[src/rtl/mem_req_responder_if.sv]
// Control-unit request bus and DDR2 controller local port of the memory request responder.
// The slave modport is the responder's view; master is the surrounding environment's view.
interface mem_req_responder_if #(
    parameter int ADDR_W = 26,
    parameter int DATA_W = 32
);
    logic              memory_read_req;
    logic              memory_write_req;
    logic [ADDR_W-1:0] memory_addr;
    logic [DATA_W-1:0] memory_data_write;
    logic [DATA_W-1:0] memory_data_read;
    logic              memory_busy;
    logic              mem_err;

    logic              avl_ready;
    logic              avl_read_req;
    logic              avl_write_req;
    logic [ADDR_W-1:0] avl_addr;
    logic [DATA_W-1:0] avl_wdata;
    logic [DATA_W-1:0] avl_rdata;
    logic              avl_rdata_valid;

    modport slave (
        input  memory_read_req, memory_write_req, memory_addr, memory_data_write,
        output memory_data_read, memory_busy, mem_err,
        input  avl_ready, avl_rdata, avl_rdata_valid,
        output avl_read_req, avl_write_req, avl_addr, avl_wdata
    );

    modport master (
        output memory_read_req, memory_write_req, memory_addr, memory_data_write,
        input  memory_data_read, memory_busy, mem_err,
        output avl_ready, avl_rdata, avl_rdata_valid,
        input  avl_read_req, avl_write_req, avl_addr, avl_wdata
    );
endinterface

[src/rtl/mem_req_responder.sv]
// Single-outstanding-request bridge from the control unit to the DDR2 controller local port,
// with a per-phase timeout and a sticky error flag for timeouts and read+write collisions.
module mem_req_responder #(
    parameter int ADDR_W  = 26,
    parameter int DATA_W  = 32,
    parameter int TIMEOUT = 255
) (
    input logic                clk,
    input logic                reset,
    mem_req_responder_if.slave bus
);
    localparam int CNT_W = (TIMEOUT < 1) ? 1 : $clog2(TIMEOUT + 1);
    localparam logic [CNT_W-1:0]  CNT_LAST     = CNT_W'(TIMEOUT - 1);
    localparam logic [DATA_W-1:0] TIMEOUT_DATA = DATA_W'(32'hDEADBEEF);

    typedef enum logic [2:0] {
        IDLE,
        WR_CMD,
        RD_CMD,
        RD_WAIT,
        DONE
    } state_t;

    state_t            state;
    logic [CNT_W-1:0]  cnt;
    logic              busy;
    logic              err;
    logic              collide;
    logic              rd_req;
    logic              wr_req;
    logic [ADDR_W-1:0] addr;
    logic [DATA_W-1:0] wdata;
    logic [DATA_W-1:0] rd_data;

    always_ff @(posedge clk or negedge reset) begin
        if (!reset) begin
            state   <= IDLE;
            cnt     <= '0;
            busy    <= 1'b0;
            err     <= 1'b0;
            collide <= 1'b0;
            rd_req  <= 1'b0;
            wr_req  <= 1'b0;
            addr    <= '0;
            wdata   <= '0;
            rd_data <= '0;
        end else begin
            case (state)
                IDLE: begin
                    // A simultaneous read+write runs as the write and is flagged at completion.
                    if (bus.memory_write_req || bus.memory_read_req) begin
                        state   <= bus.memory_write_req ? WR_CMD : RD_CMD;
                        wr_req  <= bus.memory_write_req;
                        rd_req  <= !bus.memory_write_req;
                        collide <= bus.memory_write_req && bus.memory_read_req;
                        busy    <= 1'b1;
                        err     <= 1'b0;
                        cnt     <= '0;
                        addr    <= bus.memory_addr;
                        wdata   <= bus.memory_data_write;
                    end
                end
                WR_CMD: begin
                    if (bus.avl_ready) begin
                        state  <= DONE;
                        wr_req <= 1'b0;
                        busy   <= 1'b0;
                        err    <= collide;
                    end else if (cnt == CNT_LAST) begin
                        state  <= DONE;
                        wr_req <= 1'b0;
                        busy   <= 1'b0;
                        err    <= 1'b1;
                    end else begin
                        cnt <= cnt + 1'b1;
                    end
                end
                RD_CMD: begin
                    if (bus.avl_ready) begin
                        state  <= RD_WAIT;
                        rd_req <= 1'b0;
                        cnt    <= '0;
                    end else if (cnt == CNT_LAST) begin
                        state   <= DONE;
                        rd_req  <= 1'b0;
                        busy    <= 1'b0;
                        err     <= 1'b1;
                        rd_data <= TIMEOUT_DATA;
                    end else begin
                        cnt <= cnt + 1'b1;
                    end
                end
                RD_WAIT: begin
                    if (bus.avl_rdata_valid) begin
                        state   <= DONE;
                        busy    <= 1'b0;
                        rd_data <= bus.avl_rdata;
                    end else if (cnt == CNT_LAST) begin
                        state   <= DONE;
                        busy    <= 1'b0;
                        err     <= 1'b1;
                        rd_data <= TIMEOUT_DATA;
                    end else begin
                        cnt <= cnt + 1'b1;
                    end
                end
                DONE: begin
                    state <= IDLE;
                end
                default: begin
                    state  <= IDLE;
                    busy   <= 1'b0;
                    rd_req <= 1'b0;
                    wr_req <= 1'b0;
                end
            endcase
        end
    end

    assign bus.memory_data_read = rd_data;
    assign bus.memory_busy      = busy;
    assign bus.mem_err          = err;
    assign bus.avl_read_req     = rd_req;
    assign bus.avl_write_req    = wr_req;
    assign bus.avl_addr         = addr;
    assign bus.avl_wdata        = wdata;
endmodule

[src/flat_wrapper.sv]
// flat-port wrapper written by rule: the top's interface ports become plain ports
module mem_req_responder_flat 
#(
    parameter int ADDR_W  = 26,
    parameter int DATA_W  = 32,
    parameter int TIMEOUT = 255
)
  (clk, reset, bus_memory_read_req, bus_memory_write_req, bus_memory_addr, bus_memory_data_write, bus_memory_data_read, bus_memory_busy, bus_mem_err, bus_avl_ready, bus_avl_rdata, bus_avl_rdata_valid, bus_avl_read_req, bus_avl_write_req, bus_avl_addr, bus_avl_wdata);
  mem_req_responder_if #(.ADDR_W(ADDR_W), .DATA_W(DATA_W)) bus_i ();
  input logic clk;
  input logic reset;
  input wire logic [$bits(bus_i.memory_read_req)-1:0] bus_memory_read_req;
  input wire logic [$bits(bus_i.memory_write_req)-1:0] bus_memory_write_req;
  input wire logic [$bits(bus_i.memory_addr)-1:0] bus_memory_addr;
  input wire logic [$bits(bus_i.memory_data_write)-1:0] bus_memory_data_write;
  output wire logic [$bits(bus_i.memory_data_read)-1:0] bus_memory_data_read;
  output wire logic [$bits(bus_i.memory_busy)-1:0] bus_memory_busy;
  output wire logic [$bits(bus_i.mem_err)-1:0] bus_mem_err;
  input wire logic [$bits(bus_i.avl_ready)-1:0] bus_avl_ready;
  input wire logic [$bits(bus_i.avl_rdata)-1:0] bus_avl_rdata;
  input wire logic [$bits(bus_i.avl_rdata_valid)-1:0] bus_avl_rdata_valid;
  output wire logic [$bits(bus_i.avl_read_req)-1:0] bus_avl_read_req;
  output wire logic [$bits(bus_i.avl_write_req)-1:0] bus_avl_write_req;
  output wire logic [$bits(bus_i.avl_addr)-1:0] bus_avl_addr;
  output wire logic [$bits(bus_i.avl_wdata)-1:0] bus_avl_wdata;
  assign bus_i.memory_read_req = bus_memory_read_req;
  assign bus_i.memory_write_req = bus_memory_write_req;
  assign bus_i.memory_addr = bus_memory_addr;
  assign bus_i.memory_data_write = bus_memory_data_write;
  assign bus_memory_data_read = bus_i.memory_data_read;
  assign bus_memory_busy = bus_i.memory_busy;
  assign bus_mem_err = bus_i.mem_err;
  assign bus_i.avl_ready = bus_avl_ready;
  assign bus_i.avl_rdata = bus_avl_rdata;
  assign bus_i.avl_rdata_valid = bus_avl_rdata_valid;
  assign bus_avl_read_req = bus_i.avl_read_req;
  assign bus_avl_write_req = bus_i.avl_write_req;
  assign bus_avl_addr = bus_i.avl_addr;
  assign bus_avl_wdata = bus_i.avl_wdata;
  mem_req_responder #(.ADDR_W(ADDR_W), .DATA_W(DATA_W), .TIMEOUT(TIMEOUT)) u_core (.clk(clk), .reset(reset), .bus(bus_i));
endmodule
[config.mk]
export PLATFORM = sky130hd
export DESIGN_NAME = mem_req_responder_flat
export DESIGN_NICKNAME = d
export VERILOG_FILES = /design/src/rtl/mem_req_responder_if.sv /design/src/rtl/mem_req_responder.sv /design/src/flat_wrapper.sv
export SDC_FILE = /design/constraint.sdc
export NUM_CORES = 1
export LEC_CHECK = 0
export ABC_AREA = 1
export ABC_CLOCK_PERIOD_IN_PS = 1570
export BUFFER_PORTS_ARGS = -buffer_cell sky130_fd_sc_hd__buf_2
export CORE_AREA = 2 2 101 103
export CTS_CLUSTER_SIZE = 10
export DETAILED_ROUTE_END_ITERATION = 10
export DIE_AREA = 0 0 103 105
export GPL_ROUTABILITY_DRIVEN = 1
export GPL_TIMING_DRIVEN = 1
export PLACE_DENSITY_LB_ADDON = 0.12
export SYNTH_ARGS = -nofsm -noshare
export SYNTH_HDL_FRONTEND = slang
export SYNTH_SLANG_ARGS = --single-unit
[constraint.sdc]
create_clock -name clk -period 1.57 [get_ports clk]
set_input_delay 0.2355 -clock clk [delete_from_list [all_inputs] [get_ports clk]]
set_output_delay 0.2355 -clock clk [all_outputs]
set_load 0.05 [all_outputs]
==> impl_metrics.tcl, run 1 <==
set metrics [dict create \
    r2r_slack_ns 0.13 \
    synth_cells 537 \
    syn-num-nets 635 \
    final_area_um2 5910 \
    clock-sinks 106 \
    seqPwrFrac_pct 31.0 \
    drt_iter0_markers 139 \
    synth_cell_type_count 25 \
    wl_um 11000 \
    hold_violations 0 \
    fmax_mhz 694 \
    crit_fanout 13 \
    synth_edf_count 0 \
    p_per_area_nw_per_um2 2480 \
    wl_per_cell_um 12.7 \
    hold_path_class "input pin to flop" \
    cts_tree "built" \
    rows 36 \
    diodes 0 \
    cap_violations 0 \
    switching_power_mw 8.12 \
    rsz0062_at_grt "false" \
    synth_warnings 0 \
    peakVddDrop_uv 1330 \
    grt_use_total_pct 20.3 \
    clkPwrFrac_pct 10.9 \
    crit_type "flop to flop" \
    syn_area_per_cell_um2 8.46 \
    holdPathStages 3 \
    via_per_inst 4.51 \
    swShare_pct 55.3 \
    combPwrFrac_pct 58.1 \
    synth-async-reset-ratio_pct 100 \
    crit_required_ns 1.82 \
    vias 3923 \
    fin_nets 830 \
    core_area_um2 9640 \
    rr_startpoint "u_core.cnt[0]$_DFFE_PN0P_" \
    cp-end-kind "flop" \
    cts-root-buf "clkbuf_8" \
    syn_area_um2 4540 \
    start_util_pct 47.1 \
    ios 190 \
    layout_common_cells "265 x nand2_1, 188 x buf_2, 106 x dfrtp_1, 41 x inv_1, 32 x nor2_1" \
    p_int_mw 6.56 \
    tightest_slew_ns 0.430 \
    finalClockSkew_ns 0.0201 \
    startpoint_type "flop" \
    grt_max_degree 59 \
    post_dp_cell_area_um2 5700 \
    first_global_vias 3568 \
    power.leakage_nw 3.48 \
    clk_pin_slew_worst_paths_ns 0.11 \
    ys_ff_latch 106 \
    syn_to_final_growth_pct 30.1 \
    antenna_found_initial 0 \
    dr.pass1.iters 4 \
    final_common_cell "nand2_1" \
    gp_congestion 0.834 \
    regToRegEndpoint "u_core.bus.memory_data_read[4]$_DFFE_PN0P_" \
    hold_end "u_core.bus.avl_wdata[18]$_DFFE_PN0P_" \
    fin_setup_tns_ns 0 \
    htreeDepth 3 \
    period_share_pct 91.8 \
    clock_latency_ns 0.37 \
    ant_nets 0 \
    setup_violations 0 \
    cts.path.max_buffers 2 \
    relSlewSlack_pct 71.3 \
    cts_made_buffers 9 \
    status "finished clean" \
    finalMaxSlewViolations 0 \
    synthFlopType "dfrtp_1" \
    overflow 0 \
    critical_path_arrival_ns 1.69 \
    grt_pass1_wl_um 17200 \
    chipWidth_um 103 \
    rr_worst_depth 10 \
    port-buffer-count 189 \
    die_h_um 105 \
    layout-drive-gt1-share_pct 34.3 \
    min-delay-start "bus_memory_data_write[18]" \
    yosysSeqAreaShare_pct 58.4 \
    dp_hpwl_um 8060 \
    finalCriticalPeriod_ns 1.44 \
    die_area_um2 10800 \
    drc 0 \
]
[timing repair]
item / CTS / global route
buffers inserted: 0 / 1
hold buffers: 1 / 0
hold endpoints to repair: 25 / 0
setup endpoints to repair: 0 / 30
resized for setup: 0 / 1
[registers in the layout, indices dropped and copies added, names as in the netlist]
register	cells
u_core.bus.mem_err	1
u_core.cnt	8
u_core.state	3
u_core.bus.memory_data_read	32
u_core.bus.avl_read_req	1
u_core.bus.avl_addr	26
u_core.bus.avl_write_req	1
u_core.bus.memory_busy	1
u_core.collide	1
u_core.bus.avl_wdata	32
[cells in the mapped netlist, types with 2 or more instances]
cell	instances	area share (%)
nand3_1	14	1.5
nand3_4	2	0.77
nand2_2	6	0.83
nor2_2	3	0.41
or2_2	2	0.28
ha_1	2	0.55
buf_4	3	0.50
dfrtp_1	106	58
a21oi_1	12	1.3
nand2_1	265	22
buf_2	11	1.2
o21ai_0	5	0.55
inv_2	5	0.41
nor2_4	2	0.50
a21oi_2	14	2.7
buf_6	4	0.99
nor2_1	33	2.7
inv_1	41	3.4
[metrics by stage]
stage / cells / power, mW / util, % / hold WS [ns] / setup WS (ns)
after floorplan: 537 / 11.1 / - / -0.0601 / 0.177
after global placement: 852 / 13.1 / 59.1 / 0.205 / 0.141
after detailed placement: 852 / 13.2 / 59.1 / 0.205 / 0.105
after CTS: 869 / 14.8 / 61.2 / 0.0357 / 0.0901
after global routing: 870 / 15.6 / 61.3 / 0.0470 / 0.0204
final: 870 / 14.7 / 61.3 / 0.0528 / 0.129
[cell families after synthesis]
kind of cell / share of synthesized area (%)
AO/OA/AOI/OAI: 4.71
adder cells (fa/ha/maj): 0.551
buffers and inverters: 6.59
XOR/XNOR: 0.193
flip-flops: 58.4
AND/OR/NAND/NOR: 29.5
[power groups by stage]
stage	Combinational, mW	Sequential (mW)	Clock [mW]
floorplan	2.52	8.57	0
global placement	8.49	4.57	0
detailed placement	8.60	4.60	0
CTS	8.60	4.56	1.65
global route	9.14	4.71	1.75
finish	8.52	4.56	1.60
[worst max path at each step]
stage / startpoint / to / cells past startpoint / slack [ns]
2_1_floorplan: u_core.cnt[0]$_DFFE_PN0P_ / u_core.bus.memory_data_read[14]$_DFFE_PN0P_ / 10 / 0.18
3_3_place_gp: u_core.cnt[0]$_DFFE_PN0P_ / u_core.bus.memory_data_read[29]$_DFFE_PN0P_ / 10 / 0.14
3_5_place_dp: u_core.cnt[0]$_DFFE_PN0P_ / u_core.bus.memory_data_read[29]$_DFFE_PN0P_ / 10 / 0.11
4_1_cts: u_core.cnt[0]$_DFFE_PN0P_ / u_core.bus.memory_data_read[4]$_DFFE_PN0P_ / 10 / 0.09
5_1_grt: u_core.cnt[0]$_DFFE_PN0P_ / u_core.bus.memory_data_read[14]$_DFFE_PN0P_ / 10 / 0.02
6_report: u_core.cnt[0]$_DFFE_PN0P_ / u_core.bus.memory_data_read[4]$_DFFE_PN0P_ / 10 / 0.13
[metal layers]
metal | part of all wire (%) | GRT usage, %
met2 | 48 | 33.4
met5 | 0 | 0
met4 | 1.3 | 6.39
met3 | 7.2 | 5.55
met1 | 43 | 25.8
[cell type report]
class                      instances  area, um2
clock buffer                      10        138
clock inverter                     6       48.8
fill                             916       3730
inverter                          46        173
multi-input combinational        366       1600
sequential                       106       2650
tap                              133        166
timing repair buffer             203       1130
[critical path, cell delays in order (launching register included)]
cell	delay [ns]
dfrtp_1	0.38
inv_1	0.06
ha_1	0.13
inv_1	0.04
nor2_2	0.13
nand2_2	0.12
nand2_2	0.10
nand3_4	0.09
buf_12	0.18
nand2_1	0.06
nand2_1	0.04
Note: power is estimated with default switching activity, not from simulation.
==> inputs of run 2 (changes only) <==
Settings changed: PLACE_DENSITY set to 0.79, PLACE_DENSITY_LB_ADDON 0.12 to unset.
==> run 2 against run 1 <==
Against the previous run: total power is 0.25% higher; design area shrank 0.83%; die area did not move; via count rose by 3.4%; flip-flop and latch count did not move; register-to-register slack worse by 0.05 ns; setup slack worse by 0.053 ns; global-route usage grew 0.82 points; maximum frequency decreased by 3.6%; critical endpoint is now u_core.bus.memory_data_read[17]$_DFFE_PN0P_; largest power group unchanged.
==> impl_metrics.tcl, run 2 (same netlist as run 1, synthesis figures left out) <==
set metrics [dict create \
    crit_buf_inv 3 \
    critPathSlowestCell "dfrtp_1" \
    pre_cts_slack_ns 0.0893 \
    setup_ws_ns 0.0755 \
    cts_made_buffers 9 \
    peakVddDrop_uv 1550 \
    ios 190 \
    chipWidth_um 103 \
    grt_use_total_pct 21.1 \
    syn_to_final_growth_pct 29.0 \
    core_area_um2 9640 \
    cts.path.max_buffers 2 \
    port-buffer-count 189 \
    wl_um 11400 \
    final_common_cell "nand2_1" \
    diodes 0 \
    crit_required_ns 1.84 \
    start_util_pct 47.1 \
    tightest_slew_ns 0.593 \
    fin_nets 828 \
    first_global_vias 3896 \
    dp_hpwl_um 8130 \
    cp-end-kind "flop" \
    r2r_slack_ns 0.08 \
    vias 4055 \
    finalCriticalPeriod_ns 1.49 \
    hold_path_class "input pin to flop" \
    layout-drive-gt1-share_pct 33.9 \
    fmax_mhz 669 \
    rows 36 \
    clock-sinks 106 \
    layout_common_cells "265 x nand2_1, 188 x buf_2, 106 x dfrtp_1, 41 x inv_1, 33 x nor2_1" \
    setup_violations 0 \
    critical_path_arrival_ns 1.76 \
    cts_tree "built" \
    overflow 0 \
    cts_resized 0 \
    power.leakage_nw 3.45 \
    gp_congestion 0.852 \
    clk_pin_slew_worst_paths_ns 0.11 \
    fin_setup_tns_ns 0 \
    status "finished clean" \
    finalMaxSlewViolations 0 \
    via_per_inst 4.67 \
    slowest_delay_ns 0.39 \
    cts-root-buf "clkbuf_8" \
    cap_violations 0 \
    postLayoutCoreUtil_pct 60.8 \
    period_share_pct 95.2 \
    p_per_area_nw_per_um2 2510 \
    finalClockSkew_ns 0.00959 \
    htreeDepth 3 \
    startpoint_type "flop" \
    die_h_um 105 \
    clock_latency_ns 0.38 \
    grt_max_degree 107 \
    dr.pass1.iters 4 \
    relSlewSlack_pct 60.5 \
    path_cells "inv_1, ha_1, inv_1, nor2_1, nand2_2, nand2_2, nand3_4, buf_12, nand2_1, nand2_1" \
    ant_nets 0 \
    wl_per_cell_um 13.1 \
    crit_family "simple AND/OR/NAND/NOR gates" \
    crit_type "flop to flop" \
    drt_iter0_markers 240 \
    crit_fanout 32 \
    antenna_found_initial 0 \
    die_area_um2 10800 \
    grt_pass1_wl_um 18000 \
    hold_violations 0 \
    drc 0 \
]
## run 2: path summary, 6_finish.rpt
| path | start | to | cells after the start |
|---|---|---|---|
| min in group asynchronous | reset | u_core.bus.memory_data_read[20]$_DFFE_PN0P_ | 3 |
| max in group asynchronous | reset | u_core.cnt[1]$_DFFE_PN0P_ | 3 |
| worst max register to register | u_core.cnt[0]$_DFFE_PN0P_ | u_core.bus.memory_data_read[17]$_DFFE_PN0P_ | 10 |
| worst max-delay path | u_core.cnt[0]$_DFFE_PN0P_ | u_core.bus.memory_data_read[17]$_DFFE_PN0P_ | 10 |
| worst min register to register | u_core.bus.avl_addr[25]$_DFFE_PN0P_ | u_core.bus.avl_addr[25]$_DFFE_PN0P_ | 2 |
| worst min-delay path | bus_memory_data_write[17] | u_core.bus.avl_wdata[17]$_DFFE_PN0P_ | 3 |
## run 2: where the power goes
part	leakage (nW)	internal [mW]	switching, mW
combinational	2.08	1.96	6.56
clock	0.0835	0.630	0.959
sequential	1.28	3.95	0.655
## run 2: worst min-delay path: stages
cell and delay [ns]:
buf_2 0.07, nand2_1 0.04, nand2_1 0.05
## run 2: metrics by stage
stage | hold WS [ns] | power [mW] | cell area [um2] | std cells
after floorplan | -0.0601 | 11.1 | 4540 | 537
after global placement | 0.348 | 13.0 | 5650 | 849
after detailed placement | 0.356 | 13.2 | 5650 | 849
after CTS | 0.0378 | 14.8 | 5840 | 866
after global routing | 0.0405 | 15.6 | 5860 | 868
final | 0.0489 | 14.7 | 5860 | 868
## run 2: layout make-up
class | instances | area (um2)
clock inverter | 5 | 38.8
multi-input combinational | 366 | 1590
timing repair buffer | 201 | 1090
fill | 902 | 3780
inverter | 46 | 173
tap | 133 | 166
clock buffer | 11 | 141
sequential | 106 | 2650
## run 2: what timing repair did
item / CTS / global route
hold endpoints to repair: 106 / 0
endpoints found under the setup margin: 0 / 13
hold buffers: 1 / 0
setup buffers: 0 / 2
## run 2: metal layers
layer	vias to the layer above	wire [um]	global-route usage, %
met3	27	671	4.08
met2	134	5670	35.0
met5	-	0	0
li1	2009	-	-
met1	1885	4750	26.4
met4	0	295	9.49
==> inputs of run 3 (changes only) <==
Settings changed: MAX_ROUTING_LAYER set to met4, TNS_END_PERCENT set to 50.
==> run 3 against run 2 <==
Against the previous run: maximum frequency is essentially flat; combinational power is essentially flat; clock-buffer cell count is the same; first-iteration DRC count is 2.5% lower; register-to-register slack is essentially flat; sequential share of layout area did not move; routed wire length about the same; global-route usage is 0.59 points higher; setup slack improved by 0.00068 ns; critical path depth unchanged; flip-flop and latch count did not move; die area is the same; critical endpoint unchanged.
==> impl_metrics.tcl, run 3 (same netlist as run 1, synthesis figures left out) <==
set metrics [dict create \
    dp_hpwl_um 8130 \
    relSlewSlack_pct 61.3 \
    swShare_pct 55.6 \
    rr_startpoint "u_core.cnt[0]$_DFFE_PN0P_" \
    finalMaxSlewViolations 0 \
    placed_cells 849 \
    vias 4065 \
    drc 0 \
    cp-end-kind "flop" \
    wl_um 11400 \
    tightest_slew_ns 0.580 \
    status "finished clean" \
    period_share_pct 95.1 \
    fmax_mhz 669 \
    dr.pass1.iters 4 \
    hold_violations 0 \
    port-buffer-count 189 \
    cts-root-buf "clkbuf_8" \
    overflow 0 \
    die_h_um 105 \
    first_global_vias 3891 \
    switching_power_mw 8.18 \
    crit_fanout 32 \
    crit_required_ns 1.83 \
    cts_tree "built" \
    wl_per_cell_um 13.1 \
    ios 190 \
    p_int_mw 6.53 \
    chipWidth_um 103 \
    fin_setup_tns_ns 0 \
    via_per_inst 4.68 \
    grt_pass1_wl_um 18000 \
    layout-drive-gt1-share_pct 33.9 \
    power.leakage_nw 3.45 \
    clk_pin_slew_worst_paths_ns 0.11 \
    diodes 0 \
    cts_made_buffers 9 \
    finalCriticalPeriod_ns 1.49 \
    setup_violations 0 \
    combPwrFrac_pct 57.9 \
    start_util_pct 47.1 \
    layout_common_cells "265 x nand2_1, 188 x buf_2, 106 x dfrtp_1, 41 x inv_1, 33 x nor2_1" \
    hold_path_class "input pin to flop" \
    fin_nets 828 \
    core_area_um2 9640 \
    stdcell_count 868 \
    rows 36 \
    min-delay-start "bus_memory_data_write[17]" \
    p_per_area_nw_per_um2 2510 \
    cap_violations 0 \
    seqPwrFrac_pct 31.3 \
    final_common_cell "nand2_1" \
    grt_max_degree 107 \
    cts.path.max_buffers 2 \
    gp_congestion 0.865 \
    critical_path_arrival_ns 1.76 \
    crit_type "flop to flop" \
    startpoint_type "flop" \
    critPathLaunch "u_core.cnt[0]$_DFFE_PN0P_" \
    grt_use_total_pct 21.7 \
    finalClockSkew_ns 0.0111 \
    clock-sinks 106 \
    ant_nets 0 \
    drt_iter0_markers 234 \
    clkPwrFrac_pct 10.8 \
    syn_to_final_growth_pct 29.0 \
    antenna_found_initial 0 \
    htreeDepth 3 \
    die_area_um2 10800 \
    clock_latency_ns 0.38 \
    peakVddDrop_uv 1550 \
]
==> run 3: cell counts in the layout (fill, tap and decap cells not counted) <==
No cell type changed its count.
==> run 3: final timing paths <==
kind | to | slack [ns] | depth (start not counted)
max | u_core.bus.memory_data_read[17]$_DFFE_PN0P_ | 0.08 | 10
min | u_core.bus.avl_wdata[17]$_DFFE_PN0P_ | 0.05 | 3
max reg2reg | u_core.bus.memory_data_read[17]$_DFFE_PN0P_ | 0.08 | 10
min reg2reg | u_core.bus.avl_addr[25]$_DFFE_PN0P_ | 0.47 | 2
max in group asynchronous | u_core.cnt[1]$_DFFE_PN0P_ | 0.67 | 3
min in group asynchronous | u_core.bus.memory_data_read[20]$_DFFE_PN0P_ | 0.44 | 3
==> run 3: repair_timing <==
action,CTS,global route
resized for setup,0,0
hold endpoints to repair,106,0
buffers inserted,0,2
hold buffers,1,0
setup endpoints to repair,0,13
==> run 3: critical path: stages (launching register included) <==
cell and delay (ns):
dfrtp_1 0.39, inv_1 0.06, ha_1 0.14, inv_1 0.04, nor2_1 0.15, nand2_2 0.12
nand2_2 0.10, nand3_4 0.07, buf_12 0.19, nand2_1 0.08, nand2_1 0.04
==> run 3: power groups by stage <==
| stage | logic (mW) | registers (mW) | clock network (mW) |
|---|---|---|---|
| global placement | 8.41 | 4.60 | 0 |
| CTS | 8.59 | 4.60 | 1.63 |
| finish | 8.52 | 4.60 | 1.59 |
| global route | 9.15 | 4.74 | 1.75 |
| floorplan | 2.52 | 8.57 | 0 |
| detailed placement | 8.59 | 4.65 | 0 |
==> run 3: area by class of cell <==
cell class                 count  area (um2)
fill                         902        3780
sequential                   106        2650
multi-input combinational    366        1590
timing repair buffer         201        1090
inverter                      46         173
tap                          133         166
clock buffer                  11         141
clock inverter                 5        38.8
==> run 3: stage by stage <==
stage | utilization [%] | worst slack, ns | area [um2] | total power, mW | hold slack, ns
2_1_floorplan | - | 0.177 | 4540 | 11.1 | -0.0601
3_3_place_gp | 58.6 | 0.133 | 5650 | 13.0 | 0.348
3_5_place_dp | 58.6 | 0.0893 | 5650 | 13.2 | 0.356
4_1_cts | 60.6 | 0.0745 | 5840 | 14.8 | 0.0378
5_1_grt | 60.8 | -0.0238 | 5860 | 15.6 | 0.0361
6_report | 60.8 | 0.0762 | 5860 | 14.7 | 0.0489
==> run 3: per-layer routing <==
metal | GRT usage (%) | vias to the layer above | share of wire, %
li1 | - | 2011 | -
met3 | 4.48 | 24 | 5.4
met2 | 35.2 | 130 | 51
met1 | 26.2 | 1900 | 42
met5 | - | - | 0
met4 | 8.93 | 0 | 2.3
